--- src/rtl/mips_cpu_avl_pkg.sv ---
// Shared types and constants for the CPU-side Avalon-MM master bridge.
package mips_cpu_avl_pkg;

  typedef enum logic [1:0] {
    IDLE,
    ISSUE,
    RESP
  } state_t;

  typedef enum logic {
    OWN_INSTR,
    OWN_DATA
  } owner_t;

  // Read data returned to the owner when a transfer is abandoned on timeout.
  localparam logic [31:0] AVL_TIMEOUT_DATA = 32'hDEADBEEF;

  // The Avalon side is word addressed; byte offsets are carried by byteenable.
  function automatic logic [31:0] word_align(input logic [31:0] addr);
    return {addr[31:2], 2'b00};
  endfunction

endpackage

--- src/rtl/mips_cpu_avl_arbiter.sv ---
// Fixed-priority select between the fetch port and the load/store port.
module mips_cpu_avl_arbiter
  import mips_cpu_avl_pkg::*;
#(
  parameter int DATA_PRIORITY = 1
) (
  input  logic   instr_req_i,
  input  logic   data_req_i,
  output logic   any_req_o,
  output owner_t owner_o
);

  // Pure combinational pick; the top only samples it while idle.
  always_comb begin
    any_req_o = instr_req_i | data_req_i;
    owner_o   = OWN_INSTR;
    if (instr_req_i && data_req_i)
      owner_o = (DATA_PRIORITY != 0) ? OWN_DATA : OWN_INSTR;
    else if (data_req_i)
      owner_o = OWN_DATA;
  end

endmodule

--- src/rtl/mips_cpu_avl_master_bridge.sv ---
// Merges the CPU fetch and load/store ports onto one Avalon-MM master.
// Optional stall timeout with sticky bus_err: define MIPS_CPU_AVL_TIMEOUT_EN.
module mips_cpu_avl_master_bridge
  import mips_cpu_avl_pkg::*;
#(
  parameter int TIMEOUT_CYCLES = 64,
  parameter int DATA_PRIORITY  = 1
) (
  input  logic        clk,
  input  logic        rst,
  input  logic        instr_req,
  input  logic [31:0] instr_addr,
  output logic [31:0] instr_rdata,
  output logic        instr_done,
  input  logic        data_req,
  input  logic        data_we,
  input  logic [31:0] data_addr,
  input  logic [3:0]  data_be,
  input  logic [31:0] data_wdata,
  output logic [31:0] data_rdata,
  output logic        data_done,
  output logic [31:0] avm_address,
  output logic [3:0]  avm_byteenable,
  output logic [31:0] avm_writedata,
  output logic        avm_read,
  output logic        avm_write,
  input  logic [31:0] avm_readdata,
  input  logic        avm_waitrequest,
  output logic        busy
`ifdef MIPS_CPU_AVL_TIMEOUT_EN
  ,
  output logic        bus_err
`endif
);

  if (TIMEOUT_CYCLES < 1) begin : g_bad_timeout
    $error("TIMEOUT_CYCLES must be at least 1");
  end

  state_t      state_q;
  owner_t      owner_q;
  logic [31:0] addr_q;
  logic [3:0]  be_q;
  logic [31:0] wdata_q;
  logic        read_q;
  logic        write_q;
  logic [31:0] instr_rdata_q;
  logic [31:0] data_rdata_q;
  logic        instr_done_q;
  logic        data_done_q;

  logic        any_req;
  owner_t      sel_owner;

  // Byte offsets never reach the bus; lanes come from data_be alone.
  logic unused_addr_lsbs;
  assign unused_addr_lsbs = ^{instr_addr[1:0], data_addr[1:0]};

  mips_cpu_avl_arbiter #(
    .DATA_PRIORITY(DATA_PRIORITY)
  ) u_arb (
    .instr_req_i(instr_req),
    .data_req_i (data_req),
    .any_req_o  (any_req),
    .owner_o    (sel_owner)
  );

`ifdef MIPS_CPU_AVL_TIMEOUT_EN
  localparam int CW = $clog2(TIMEOUT_CYCLES + 1);
  logic [CW-1:0] tmo_cnt_q;
  logic          bus_err_q;
  logic          tmo_hit;
  // This stall cycle would be the TIMEOUT_CYCLES-th consecutive one.
  assign tmo_hit = avm_waitrequest && (tmo_cnt_q == CW'(TIMEOUT_CYCLES - 1));
  assign bus_err = bus_err_q;
`endif

  // Transfer FSM: all bus strobes, rdata and done pulses are registered here.
  always_ff @(posedge clk or posedge rst) begin
    if (rst) begin
      state_q       <= IDLE;
      owner_q       <= OWN_INSTR;
      addr_q        <= '0;
      be_q          <= '0;
      wdata_q       <= '0;
      read_q        <= 1'b0;
      write_q       <= 1'b0;
      instr_rdata_q <= '0;
      data_rdata_q  <= '0;
      instr_done_q  <= 1'b0;
      data_done_q   <= 1'b0;
`ifdef MIPS_CPU_AVL_TIMEOUT_EN
      tmo_cnt_q     <= '0;
      bus_err_q     <= 1'b0;
`endif
    end else begin
      case (state_q)
        IDLE: begin
          instr_done_q <= 1'b0;
          data_done_q  <= 1'b0;
`ifdef MIPS_CPU_AVL_TIMEOUT_EN
          tmo_cnt_q    <= '0;
`endif
          if (any_req) begin
            owner_q <= sel_owner;
            state_q <= ISSUE;
            if (sel_owner == OWN_DATA) begin
              addr_q  <= word_align(data_addr);
              be_q    <= data_be;
              wdata_q <= data_wdata;
              write_q <= data_we;
              read_q  <= ~data_we;
            end else begin
              addr_q  <= word_align(instr_addr);
              be_q    <= 4'hF;
              write_q <= 1'b0;
              read_q  <= 1'b1;
            end
          end
        end

        ISSUE: begin
          if (!avm_waitrequest) begin
            read_q  <= 1'b0;
            write_q <= 1'b0;
            state_q <= RESP;
            if (owner_q == OWN_DATA) begin
              data_done_q <= 1'b1;
              if (read_q) data_rdata_q <= avm_readdata;
            end else begin
              instr_done_q <= 1'b1;
              if (read_q) instr_rdata_q <= avm_readdata;
            end
          end
`ifdef MIPS_CPU_AVL_TIMEOUT_EN
          else if (tmo_hit) begin
            read_q    <= 1'b0;
            write_q   <= 1'b0;
            state_q   <= RESP;
            bus_err_q <= 1'b1;
            if (owner_q == OWN_DATA) begin
              data_done_q  <= 1'b1;
              data_rdata_q <= AVL_TIMEOUT_DATA;
            end else begin
              instr_done_q  <= 1'b1;
              instr_rdata_q <= AVL_TIMEOUT_DATA;
            end
          end else begin
            tmo_cnt_q <= tmo_cnt_q + 1'b1;
          end
`endif
        end

        RESP: begin
          instr_done_q <= 1'b0;
          data_done_q  <= 1'b0;
          state_q      <= IDLE;
        end

        default: state_q <= IDLE;
      endcase
    end
  end

  assign avm_address    = addr_q;
  assign avm_byteenable = be_q;
  assign avm_writedata  = wdata_q;
  assign avm_read       = read_q;
  assign avm_write      = write_q;
  assign instr_rdata    = instr_rdata_q;
  assign data_rdata     = data_rdata_q;
  assign instr_done     = instr_done_q;
  assign data_done      = data_done_q;
  assign busy           = (state_q != IDLE);

endmodule

--- config.mk ---
export PLATFORM = sky130hd
export DESIGN_NAME = mips_cpu_avl_master_bridge
export DESIGN_NICKNAME = d
export VERILOG_FILES = /design/src/rtl/mips_cpu_avl_pkg.sv /design/src/rtl/mips_cpu_avl_arbiter.sv /design/src/rtl/mips_cpu_avl_master_bridge.sv
export SDC_FILE = /design/constraint.sdc
export NUM_CORES = 1
export LEC_CHECK = 0
export CAP_MARGIN = 20
export CORE_ASPECT_RATIO = 0.6
export CORE_MARGIN = 2
export CORE_UTILIZATION = 25
export DETAILED_ROUTE_END_ITERATION = 10
export PLACE_DENSITY = 0.57
export SETUP_SLACK_MARGIN = 0.3
export SLEW_MARGIN = 40
export SYNTH_ARGS = -nofsm -noshare
export SYNTH_HDL_FRONTEND = slang
export SYNTH_HIERARCHICAL = 1
export SYNTH_SLANG_ARGS = --single-unit
--- constraint.sdc ---
create_clock -name clk -period 7.65 [get_ports clk]
set_input_delay 1.53 -clock clk [delete_from_list [all_inputs] [get_ports clk]]
set_output_delay 1.53 -clock clk [all_outputs]
set_load 0.01 [all_outputs]
==> summary.txt, run 1 <==
Post-synthesis simple-gate area fraction -> 0.03602
CTS sink count -> 137
Pin slew with the least headroom to its limit -> 0.6713 ns
Area inside the core boundary -> 21080 sq um
Clock insertion delay at the later pin of the skew report -> 0.42 ns
Number of library cell types mapped by synthesis -> 27
Row count -> 41
Required time worst endpoint -> 6.12 ns
Cells on worst reg2reg path -> 3
FF+latch count, synth -> 137
Clock tree from TritonCTS -> yes
Post-Route Hold Slack -> 0.4832 ns
Setup TNS -> 0 ns
First-pass GRT wire length -> 23.58 mm
Post-layout power -> 3.279 mW
Root buffer selected by CTS -> clkbuf_16
Worst R2R End -> data_rdata[24]$_DFFE_PP0P_
Peak clock frequency supported by timing -> 306.5 MHz
Number of buffers inserted by hold repair at cts -> 0
Register clock-pin slew on the reported worst setup and hold paths -> 0.06 ns
Startpoint type of the worst setup path -> flip-flop
Top-Level Pins -> 275
Time the worst path needs with I/O delays and setup -> 3.262 ns
Arrival time of data at the critical path endpoint -> 1.73 ns
Count of final max-slew check failures -> 0
Total global routing track utilization -> 0.1329
CP Launch Point -> state_q[0]$_DFFE_PP0P_
Crit share post-route -> 0.4264
Final Hold Viols -> 0
Maximum root-to-sink buffer count -> 2
Maximum number of pins on one net before global-route repair -> 73
Wire length per cell -> 15.86 microns
Commonest non-fill, non-tap cell in the layout -> clkdlybuf4s50_1
Buffers inserted by post-CTS timing repair -> 0
Synthesis-to-layout area growth -> 65.88%
Detailed-route vias per instance -> 4.295
First-iteration detailed-routing DRC count -> 55
Count of mapped cells out of synthesis -> 373
End point of the critical path -> busy
Number of vias after detailed routing -> 3986
Power per cell area -> 367.2 nW/um^2
Vias in the first global route -> 4360
Combinational family with the most area after synthesis -> multiplexers
Most frequent cells in the layout -> clkdlybuf4s50_1 (267), dfrtp_1 (137), mux2_2 (64)
Resize count post-CTS -> 0
Die outline height -> 117.7 microns
Xor and xnor area share after synthesis -> 0
Sequential share of the synthesized area -> 0.6368
Starting utilization of the core area -> 0.2554
Worst max-slew margin expressed relative to the limit -> 0.5525
Fraction of layout cells with a size suffix above 1 -> 0.1556
Leakage power total -> 3.708 nW
CP Class -> reg2out
Maximum vdd drop -> 0.1774 mV
Cells taking the most area after synthesis -> dfrtp_1 (64%), mux2_2 (13%), mux2_1 (6.7%)
Fill cell count -> 1929
Cell type with the highest aggregate area in the netlist -> dfrtp_1
Yosys synthesis warning count -> 6
Run status -> finished clean
Die W -> 193.5 microns
Iteration count of the initial detailed-routing pass -> 4
Number of nets in the layout -> 777
IO buf count -> 268
Aggregate global routing overflow -> 0
Maximum fanout along the worst path -> 6
Share of synthesized area spent on multiplexers -> 0.2584
Netlist Area Pre-Place -> 5384 sq um
Synth Area in Compound Gates -> 0.04183
Crit path capture type -> output pin
Initial antenna violation count -> 0
Share of the synthesized area in the top cell type -> 0.6368
Hold crit path type -> reg2reg
Synth Area in Adders -> 0
Final setup vio count -> 0
Number of routed nets with antenna violations -> 0
Die Outline Area -> 22760 sq um
Mean instance size in the synthesized netlist -> 14.43 sq um
# H-tree levels -> 4
Antenna Diode Count -> 0
DRC viols -> 0
RSZ-0062 raised after global routing -> no
Maximum clock skew at final layout -> 0.006056 ns
R2R setup slack -> 5.69 ns
Total Routed Length -> 14.72 mm
Maximum capacitance violations -> 0
Routability congestion estimate -> 0.7494
Beginning of the worst register-to-register path -> state_q[0]$_DFFE_PP0P_
Cts bufs inserted -> 17
HPWL reported at the end of detailed placement -> 10.77 mm
## worst max-delay path: stages (launching register included)
cell	delay, ns
dfrtp_1	0.46
or2_2	0.33
clkdlybuf4s50_1	0.53
## kinds of logic (layout without fill, tap and decap cells)
logic type             after synthesis  in the layout
flip-flops                         137            137
multiplexers                       127            127
AND/OR/NAND/NOR                     42             42
AO/OA/AOI/OAI                       39             39
buffers and inverters               27            302
other                                1              2
## synthesized netlist by cell type, drive strengths merged
master	n
a21oi	30
a22o	2
a32o	1
and2	1
and3	1
buf	18
clkbuf	7
conb	1
dfrtp	137
inv	2
mux2	96
mux2i	31
nand2	2
nand3	1
nor2	32
nor3	1
nor3b	2
o21a	1
o21ai	1
o22a	4
or2	2
## area by class of cell
cell class,count,area (sq um),share of cell area
multi-input cells,210,1842,0.2062
clock buffers,22,474.2,0.05310
clock inverters,7,118.9,0.01331
flip-flops and latches,137,3428,0.3839
inverters,2,12.51,0.001401
repair buffers,271,2706,0.3030
well taps,279,349.1,0.03909
## report_power, final
| group | internal, mW | switching, mW | total, mW | leakage, nW |
|---|---|---|---|---|
| Combinational | 0.778 | 0.471 | 1.25 | 1.82 |
| Sequential | 1.03 | 0.167 | 1.20 | 1.61 |
| Clock | 0.533 | 0.298 | 0.830 | 0.284 |
| Total | 2.34 | 0.936 | 3.28 | 3.71 |
## worst min-delay path by stage
stage / start / to / slack (ns) / cells after the start
floorplan: owner_q$_DFFE_PP0P_ / data_done$_DFFE_PP0P_ / 0.51 / 1
global placement: instr_rdata[26]$_DFFE_PP0P_ / instr_rdata[26]$_DFFE_PP0P_ / 0.47 / 1
detailed placement: instr_rdata[23]$_DFFE_PP0P_ / instr_rdata[23]$_DFFE_PP0P_ / 0.47 / 1
CTS: instr_rdata[23]$_DFFE_PP0P_ / instr_rdata[23]$_DFFE_PP0P_ / 0.49 / 1
global route: instr_rdata[23]$_DFFE_PP0P_ / instr_rdata[23]$_DFFE_PP0P_ / 0.50 / 1
finish: instr_rdata[17]$_DFFE_PP0P_ / instr_rdata[17]$_DFFE_PP0P_ / 0.48 / 1
## per-layer routing
metal,up-vias,global-route usage,wire length [microns]
met4,0,0.05821,304
met5,-,0,0
met2,163,0.2056,6734
met3,22,0.06017,1297
li1,1829,-,-
met1,1972,0.1595,6382
## through the flow
step,util,cells,instance area [sq um],setup slack [ns]
2_1_floorplan,-,374,5388,2.452
3_3_place_gp,0.3946,899,8320,3.722
3_5_place_dp,0.3955,899,8338,3.983
4_1_cts,0.4236,928,8931,4.362
5_1_grt,0.4236,928,8931,4.267
6_report,0.4236,928,8931,4.388
## flip-flops by register name, summed over array words and instances (netlist names)
signal          count
avm_address        30
owner_q             1
avm_writedata      32
data_done           1
avm_read            1
state_q             2
instr_done          1
instr_rdata        32
avm_byteenable      4
avm_write           1
data_rdata         32
(Power assumes the default switching activity.)
==> run 2, diff against run 1 <==
Settings changed: PLACE_DENSITY 0.57 to 0.59.
Clock period 7.65 ns to 2.65 ns, I/O delays scaled along.
==> run 2 against run 1 <==
  * Power increased to 2.8 times the previous value
  * Register-to-register slack got worse by 4.8 ns
  * Cell area is 0.25% higher
  * Critical path depth unchanged
  * Core utilization rose by 0.11 points
  * Largest power group unchanged
==> summary.txt, run 2 (synthesized netlist as in run 1, its figures left out) <==
# H-tree levels -> 4
Commonest non-fill, non-tap cell in the layout -> clkdlybuf4s50_1
Total global routing track utilization -> 0.1323
Worst path max stage delay -> 0.50 ns
Count of non-filler cells in the finished layout -> 934
Post-layout utilization of the core -> 0.4247
Hold crit path type -> reg2reg
Register clock-pin slew on the reported worst setup and hold paths -> 0.06 ns
Initial antenna violation count -> 0
Clock insertion delay at the later pin of the skew report -> 0.41 ns
Antenna Diode Count -> 0
Top-Level Pins -> 275
Iteration count of the initial detailed-routing pass -> 4
Die outline height -> 117.7 microns
Total Routed Length -> 14.52 mm
Synthesis-to-layout area growth -> 66.30%
Starting utilization of the core area -> 0.2554
Number of buffers inserted by hold repair at cts -> 0
Fraction of layout cells with a size suffix above 1 -> 0.1588
First-pass GRT wire length -> 23.63 mm
Beginning of the worst register-to-register path -> state_q[0]$_DFFE_PP0P_
Critical-path cell list -> or2_2 -> clkdlybuf4s50_1
Startpoint type of the worst setup path -> flip-flop
Maximum number of pins on one net before global-route repair -> 89
Leakage power total -> 3.721 nW
Vias in the first global route -> 4257
PnR worst setup slack -> 0.4303 ns
Required time worst endpoint -> 2.12 ns
R2R setup slack -> 0.87 ns
Final Hold Viols -> 0
Area inside the core boundary -> 21080 sq um
Worst max-slew margin expressed relative to the limit -> 0.6331
Maximum clock skew at final layout -> 0.009386 ns
Worst Min Path Start -> instr_rdata[7]$_DFFE_PP0P_
Number of vias after detailed routing -> 3935
Count of final max-slew check failures -> 0
Die Outline Area -> 22760 sq um
Post-Route Hold Slack -> 0.4816 ns
Pre-CTS setup slack -> 0.3280 ns
Number of routed nets with antenna violations -> 0
Placed Cells -> 903
Most frequent cells in the layout -> clkdlybuf4s50_1 (267), dfrtp_1 (137), mux2_2 (64)
RSZ-0062 raised after global routing -> no
Setup TNS -> 0 ns
Crit path capture type -> output pin
Destination of the worst hold path -> instr_rdata[7]$_DFFE_PP0P_
Arrival time of data at the critical path endpoint -> 1.69 ns
Peak clock frequency supported by timing -> 450.5 MHz
Clock tree from TritonCTS -> yes
First-iteration detailed-routing DRC count -> 67
Cts bufs inserted -> 17
Worst hold path cell count -> 1
Pin slew with the least headroom to its limit -> 0.5504 ns
DRC viols -> 0
Run status -> finished clean
Crit share post-route -> 0.8376
Wire length per cell -> 15.54 microns
Maximum root-to-sink buffer count -> 2
Detailed-route vias per instance -> 4.213
Buffers inserted by post-CTS timing repair -> 0
Cells on worst reg2reg path -> 4
Row count -> 41
CTS sink count -> 137
Area after detailed placement -> 8412 sq um
Final setup vio count -> 0
Post-layout power -> 9.267 mW
Number of nets in the layout -> 781
Maximum fanout along the worst path -> 6
HPWL reported at the end of detailed placement -> 10.69 mm
Power per cell area -> 1035 nW/um^2
Resize count post-CTS -> 0
Die W -> 193.5 microns
Slowest cell on the critical path -> clkdlybuf4s50_1
Aggregate global routing overflow -> 0
Maximum capacitance violations -> 0
Root buffer selected by CTS -> clkbuf_16
CP Class -> reg2out
Routability congestion estimate -> 0.7357
Post-route cell area -> 8954 sq um
Worst R2R End -> instr_rdata[28]$_DFFE_PP0P_
IO buf count -> 268
Time the worst path needs with I/O delays and setup -> 2.220 ns
Maximum vdd drop -> 0.4631 mV
==> run 2: area by class of cell <==
| class | count | area (sq um) |
|---|---|---|
| clock buffers | 24 | 471.7 |
| clock inverters | 7 | 70.07 |
| fillers | 1948 | 12130 |
| inverters | 2 | 11.26 |
| multi-input cells | 210 | 1831 |
| flip-flops and latches | 137 | 3428 |
| well taps | 279 | 349.1 |
| repair buffers | 275 | 2793 |
==> run 2: where the power goes <==
| group | total, mW | internal (mW) | switching, mW | leakage [nW] |
|---|---|---|---|---|
| clock network | 2.19 | 1.33 | 0.854 | 0.264 |
| logic | 3.61 | 2.27 | 1.34 | 1.85 |
| registers | 3.47 | 2.98 | 0.487 | 1.61 |
==> run 2: worst max-delay path by stage <==
stage	startpoint	cells after the start	slack [ns]	end
after floorplan	rst	1	0.41	avm_address[10]$_DFFE_PP0P_
after global placement	avm_waitrequest	5	0.38	instr_rdata[31]$_DFFE_PP0P_
after detailed placement	avm_waitrequest	5	0.33	instr_rdata[0]$_DFFE_PP0P_
after CTS	state_q[0]$_DFFE_PP0P_	2	0.38	busy
after global routing	state_q[0]$_DFFE_PP0P_	2	0.34	busy
final	state_q[0]$_DFFE_PP0P_	2	0.43	busy
==> run 2: critical path: cells and delay by family (launching register included) <==
family | cells | cell delay, ns
buffers and inverters | 1 | 0.50
flip-flops | 1 | 0.46
AND/OR/NAND/NOR | 1 | 0.32
==> run 2: routing by layer <==
metal / track usage / part of all wire / vias up
met4: 0.04294 / 0.013 / 0
met2: 0.1973 / 0.44 / 152
met1: 0.1705 / 0.46 / 1918
met3: 0.05989 / 0.086 / 12
met5: 0 / 0 / -
li1: - / - / 1853
==> run 3, diff against run 2 <==
Clock period 2.65 ns to 1.95 ns, I/O delays scaled along.
==> run 3 against run 2 <==
  * Cell area is 3.3% higher
  * Die area did not move
  * Critical path type is now reg2reg
  * Clock power increased by 47%
  * Critical path depth up 4
  * Final cell count grew 1.7%
  * Largest power group is now sequential cells
  * Clock skew rose by 0.0015 ns
  * Flip-flop and latch count unchanged
  * Largest cell class unchanged
  * Sequential share of layout area fell by 1.2 points
  * Register-to-register slack got worse by 0.59 ns
  * Power increased by 35%
  * Core utilization up 1.4 points
==> summary.txt, run 3 (synthesized netlist as in run 1, its figures left out) <==
DRC viols -> 0
Initial antenna violation count -> 0
Sw power -> 3.842 mW
Post-layout power -> 12.51 mW
Internal power consumption -> 8.672 mW
Synthesis-to-layout area growth -> 71.83%
Clock insertion delay at the later pin of the skew report -> 0.42 ns
Run status -> finished clean
Area taken by multi-input logic gates -> 1994 sq um
Number of nets in the layout -> 796
Starting utilization of the core area -> 0.2554
Clock network fraction of total power -> 0.258
Count of non-filler cells in the finished layout -> 950
Cts bufs inserted -> 17
Iteration count of the initial detailed-routing pass -> 4
Register clock-pin slew on the reported worst setup and hold paths -> 0.06 ns
Maximum number of pins on one net before global-route repair -> 90
IO buf count -> 268
Worst max-slew margin expressed relative to the limit -> 0.6153
Time the worst path needs with I/O delays and setup -> 1.672 ns
Area after detailed placement -> 8427 sq um
Die W -> 193.5 microns
Root buffer selected by CTS -> clkbuf_16
Sequential cell area in the final layout -> 3431 sq um
Antenna Diode Count -> 0
Part of the total power dissipated in combinational logic -> 0.369
Required time worst endpoint -> 2.25 ns
Aggregate global routing overflow -> 0
Number of buffers inserted by hold repair at cts -> 0
Maximum capacitance violations -> 0
Switching fraction of total power -> 0.3070
Fraction of layout cells with a size suffix above 1 -> 0.2355
CP Class -> reg2reg
RSZ-0062 raised after global routing -> yes
First-pass GRT wire length -> 24.54 mm
Number of vias after detailed routing -> 4070
Die Outline Area -> 22760 sq um
Pin slew with the least headroom to its limit -> 0.5771 ns
Most frequent cells in the layout -> dfrtp_1 (135), dlygate4sd2_1 (134), clkdlybuf4s50_1 (132)
Peak clock frequency supported by timing -> 598.2 MHz
CTS sink count -> 137
Top-Level Pins -> 275
# H-tree levels -> 4
Detailed-route vias per instance -> 4.284
Total Routed Length -> 15.96 mm
Maximum clock skew at final layout -> 0.01086 ns
Leakage power total -> 4.176 nW
Arrival time of data at the critical path endpoint -> 1.97 ns
Vias in the first global route -> 4337
Area inside the core boundary -> 21080 sq um
Commonest non-fill, non-tap cell in the layout -> dfrtp_1
HPWL reported at the end of detailed placement -> 10.81 mm
Hold crit path type -> in2async
Routability congestion estimate -> 0.7710
Clock tree from TritonCTS -> yes
Die outline height -> 117.7 microns
Post-route cell area -> 9251 sq um
Final Hold Viols -> 0
Count of final max-slew check failures -> 0
Power per cell area -> 1353 nW/um^2
Wire length per cell -> 16.80 microns
Crit share post-route -> 0.8573
Fill cell count -> 1957
Crit path capture type -> flip-flop
Startpoint type of the worst setup path -> flip-flop
Final setup vio count -> 0
Placed Cells -> 905
Maximum root-to-sink buffer count -> 2
Row count -> 41
Maximum fanout along the worst path -> 8
Number of routed nets with antenna violations -> 0
Relative contribution of sequential cells to total power -> 0.374
First-iteration detailed-routing DRC count -> 117
Maximum vdd drop -> 0.5468 mV
Total global routing track utilization -> 0.1391
## run 3: repair_timing
item | 4_1_cts | 5_1_grt
resized for setup | 153 | 40
setup endpoints to repair | 167 | 102
setup buffers | 6 | 1
pin swaps | 2 | 4
cloned | 3 | 3
## run 3: final timing paths
check                                             from                            end  slack, ns  cells past startpoint
max in group asynchronous                          rst     data_rdata[24]$_DFFE_PP0P_       1.02                      3
worst max-delay path            state_q[1]$_DFFE_PP0P_    instr_rdata[20]$_DFFE_PP0P_       0.28                      6
worst min register to register  instr_done$_DFFE_PP0P_         instr_done$_DFFE_PP0P_       0.49                      1
min in group clk                              data_req         state_q[0]$_DFFE_PP0P_       0.48                      5
worst min-delay path                               rst  avm_writedata[13]$_DFFE_PP0P_       0.44                      3
worst max register to register  state_q[1]$_DFFE_PP0P_    instr_rdata[20]$_DFFE_PP0P_       0.28                      6
## run 3: stage by stage
step / setup TNS [ns] / hold slack (ns) / setup WS [ns] / util
final: 0 / 0.4378 / 0.2783 / 0.4388
after global routing: 0 / 0.4681 / 0.2110 / 0.4388
after CTS: 0 / 0.3687 / 0.1355 / 0.4291
after detailed placement: -7.634 / 0.4737 / -0.1306 / 0.3997
after global placement: -4.906 / 0.4681 / -0.07863 / 0.3997
after floorplan: -20.16 / 0.4658 / -0.1471 / -
## run 3: final cells by class
class,count,area share
timing repair buffer,290,0.3100
inverter,2,0.001217
tap,279,0.03773
multi-input combinational,210,0.2156
clock inverter,12,0.01528
clock buffer,20,0.04936
sequential,137,0.3708
## run 3: routing by layer
layer | GRT usage | wire, microns | up-vias | share of wire
met1 | 0.1825 | 7471 | 2008 | 0.47
met4 | 0.04819 | 229 | 0 | 0.014
met3 | 0.05587 | 1245 | 15 | 0.078
met5 | 0 | 0 | - | 0
met2 | 0.2076 | 7011 | 166 | 0.44
li1 | - | - | 1881 | -
## run 3: power groups by stage
stage	Sequential [mW]	Combinational, mW	Clock (mW)
6_report	4.68	4.61	3.23
5_1_grt	4.84	4.95	3.48
4_1_cts	4.65	4.39	3.33
3_5_place_dp	4.74	5.01	0
3_3_place_gp	4.66	4.96	0
2_1_floorplan	5.25	1.30	0
## run 3: worst max-delay path: stages, from the launching register on
cell and delay, ns:
dfrtp_2 0.40, buf_6 0.13, nor3b_4 0.19, and3_4 0.25, buf_12 0.13, buf_16 0.15, mux2_4 0.31
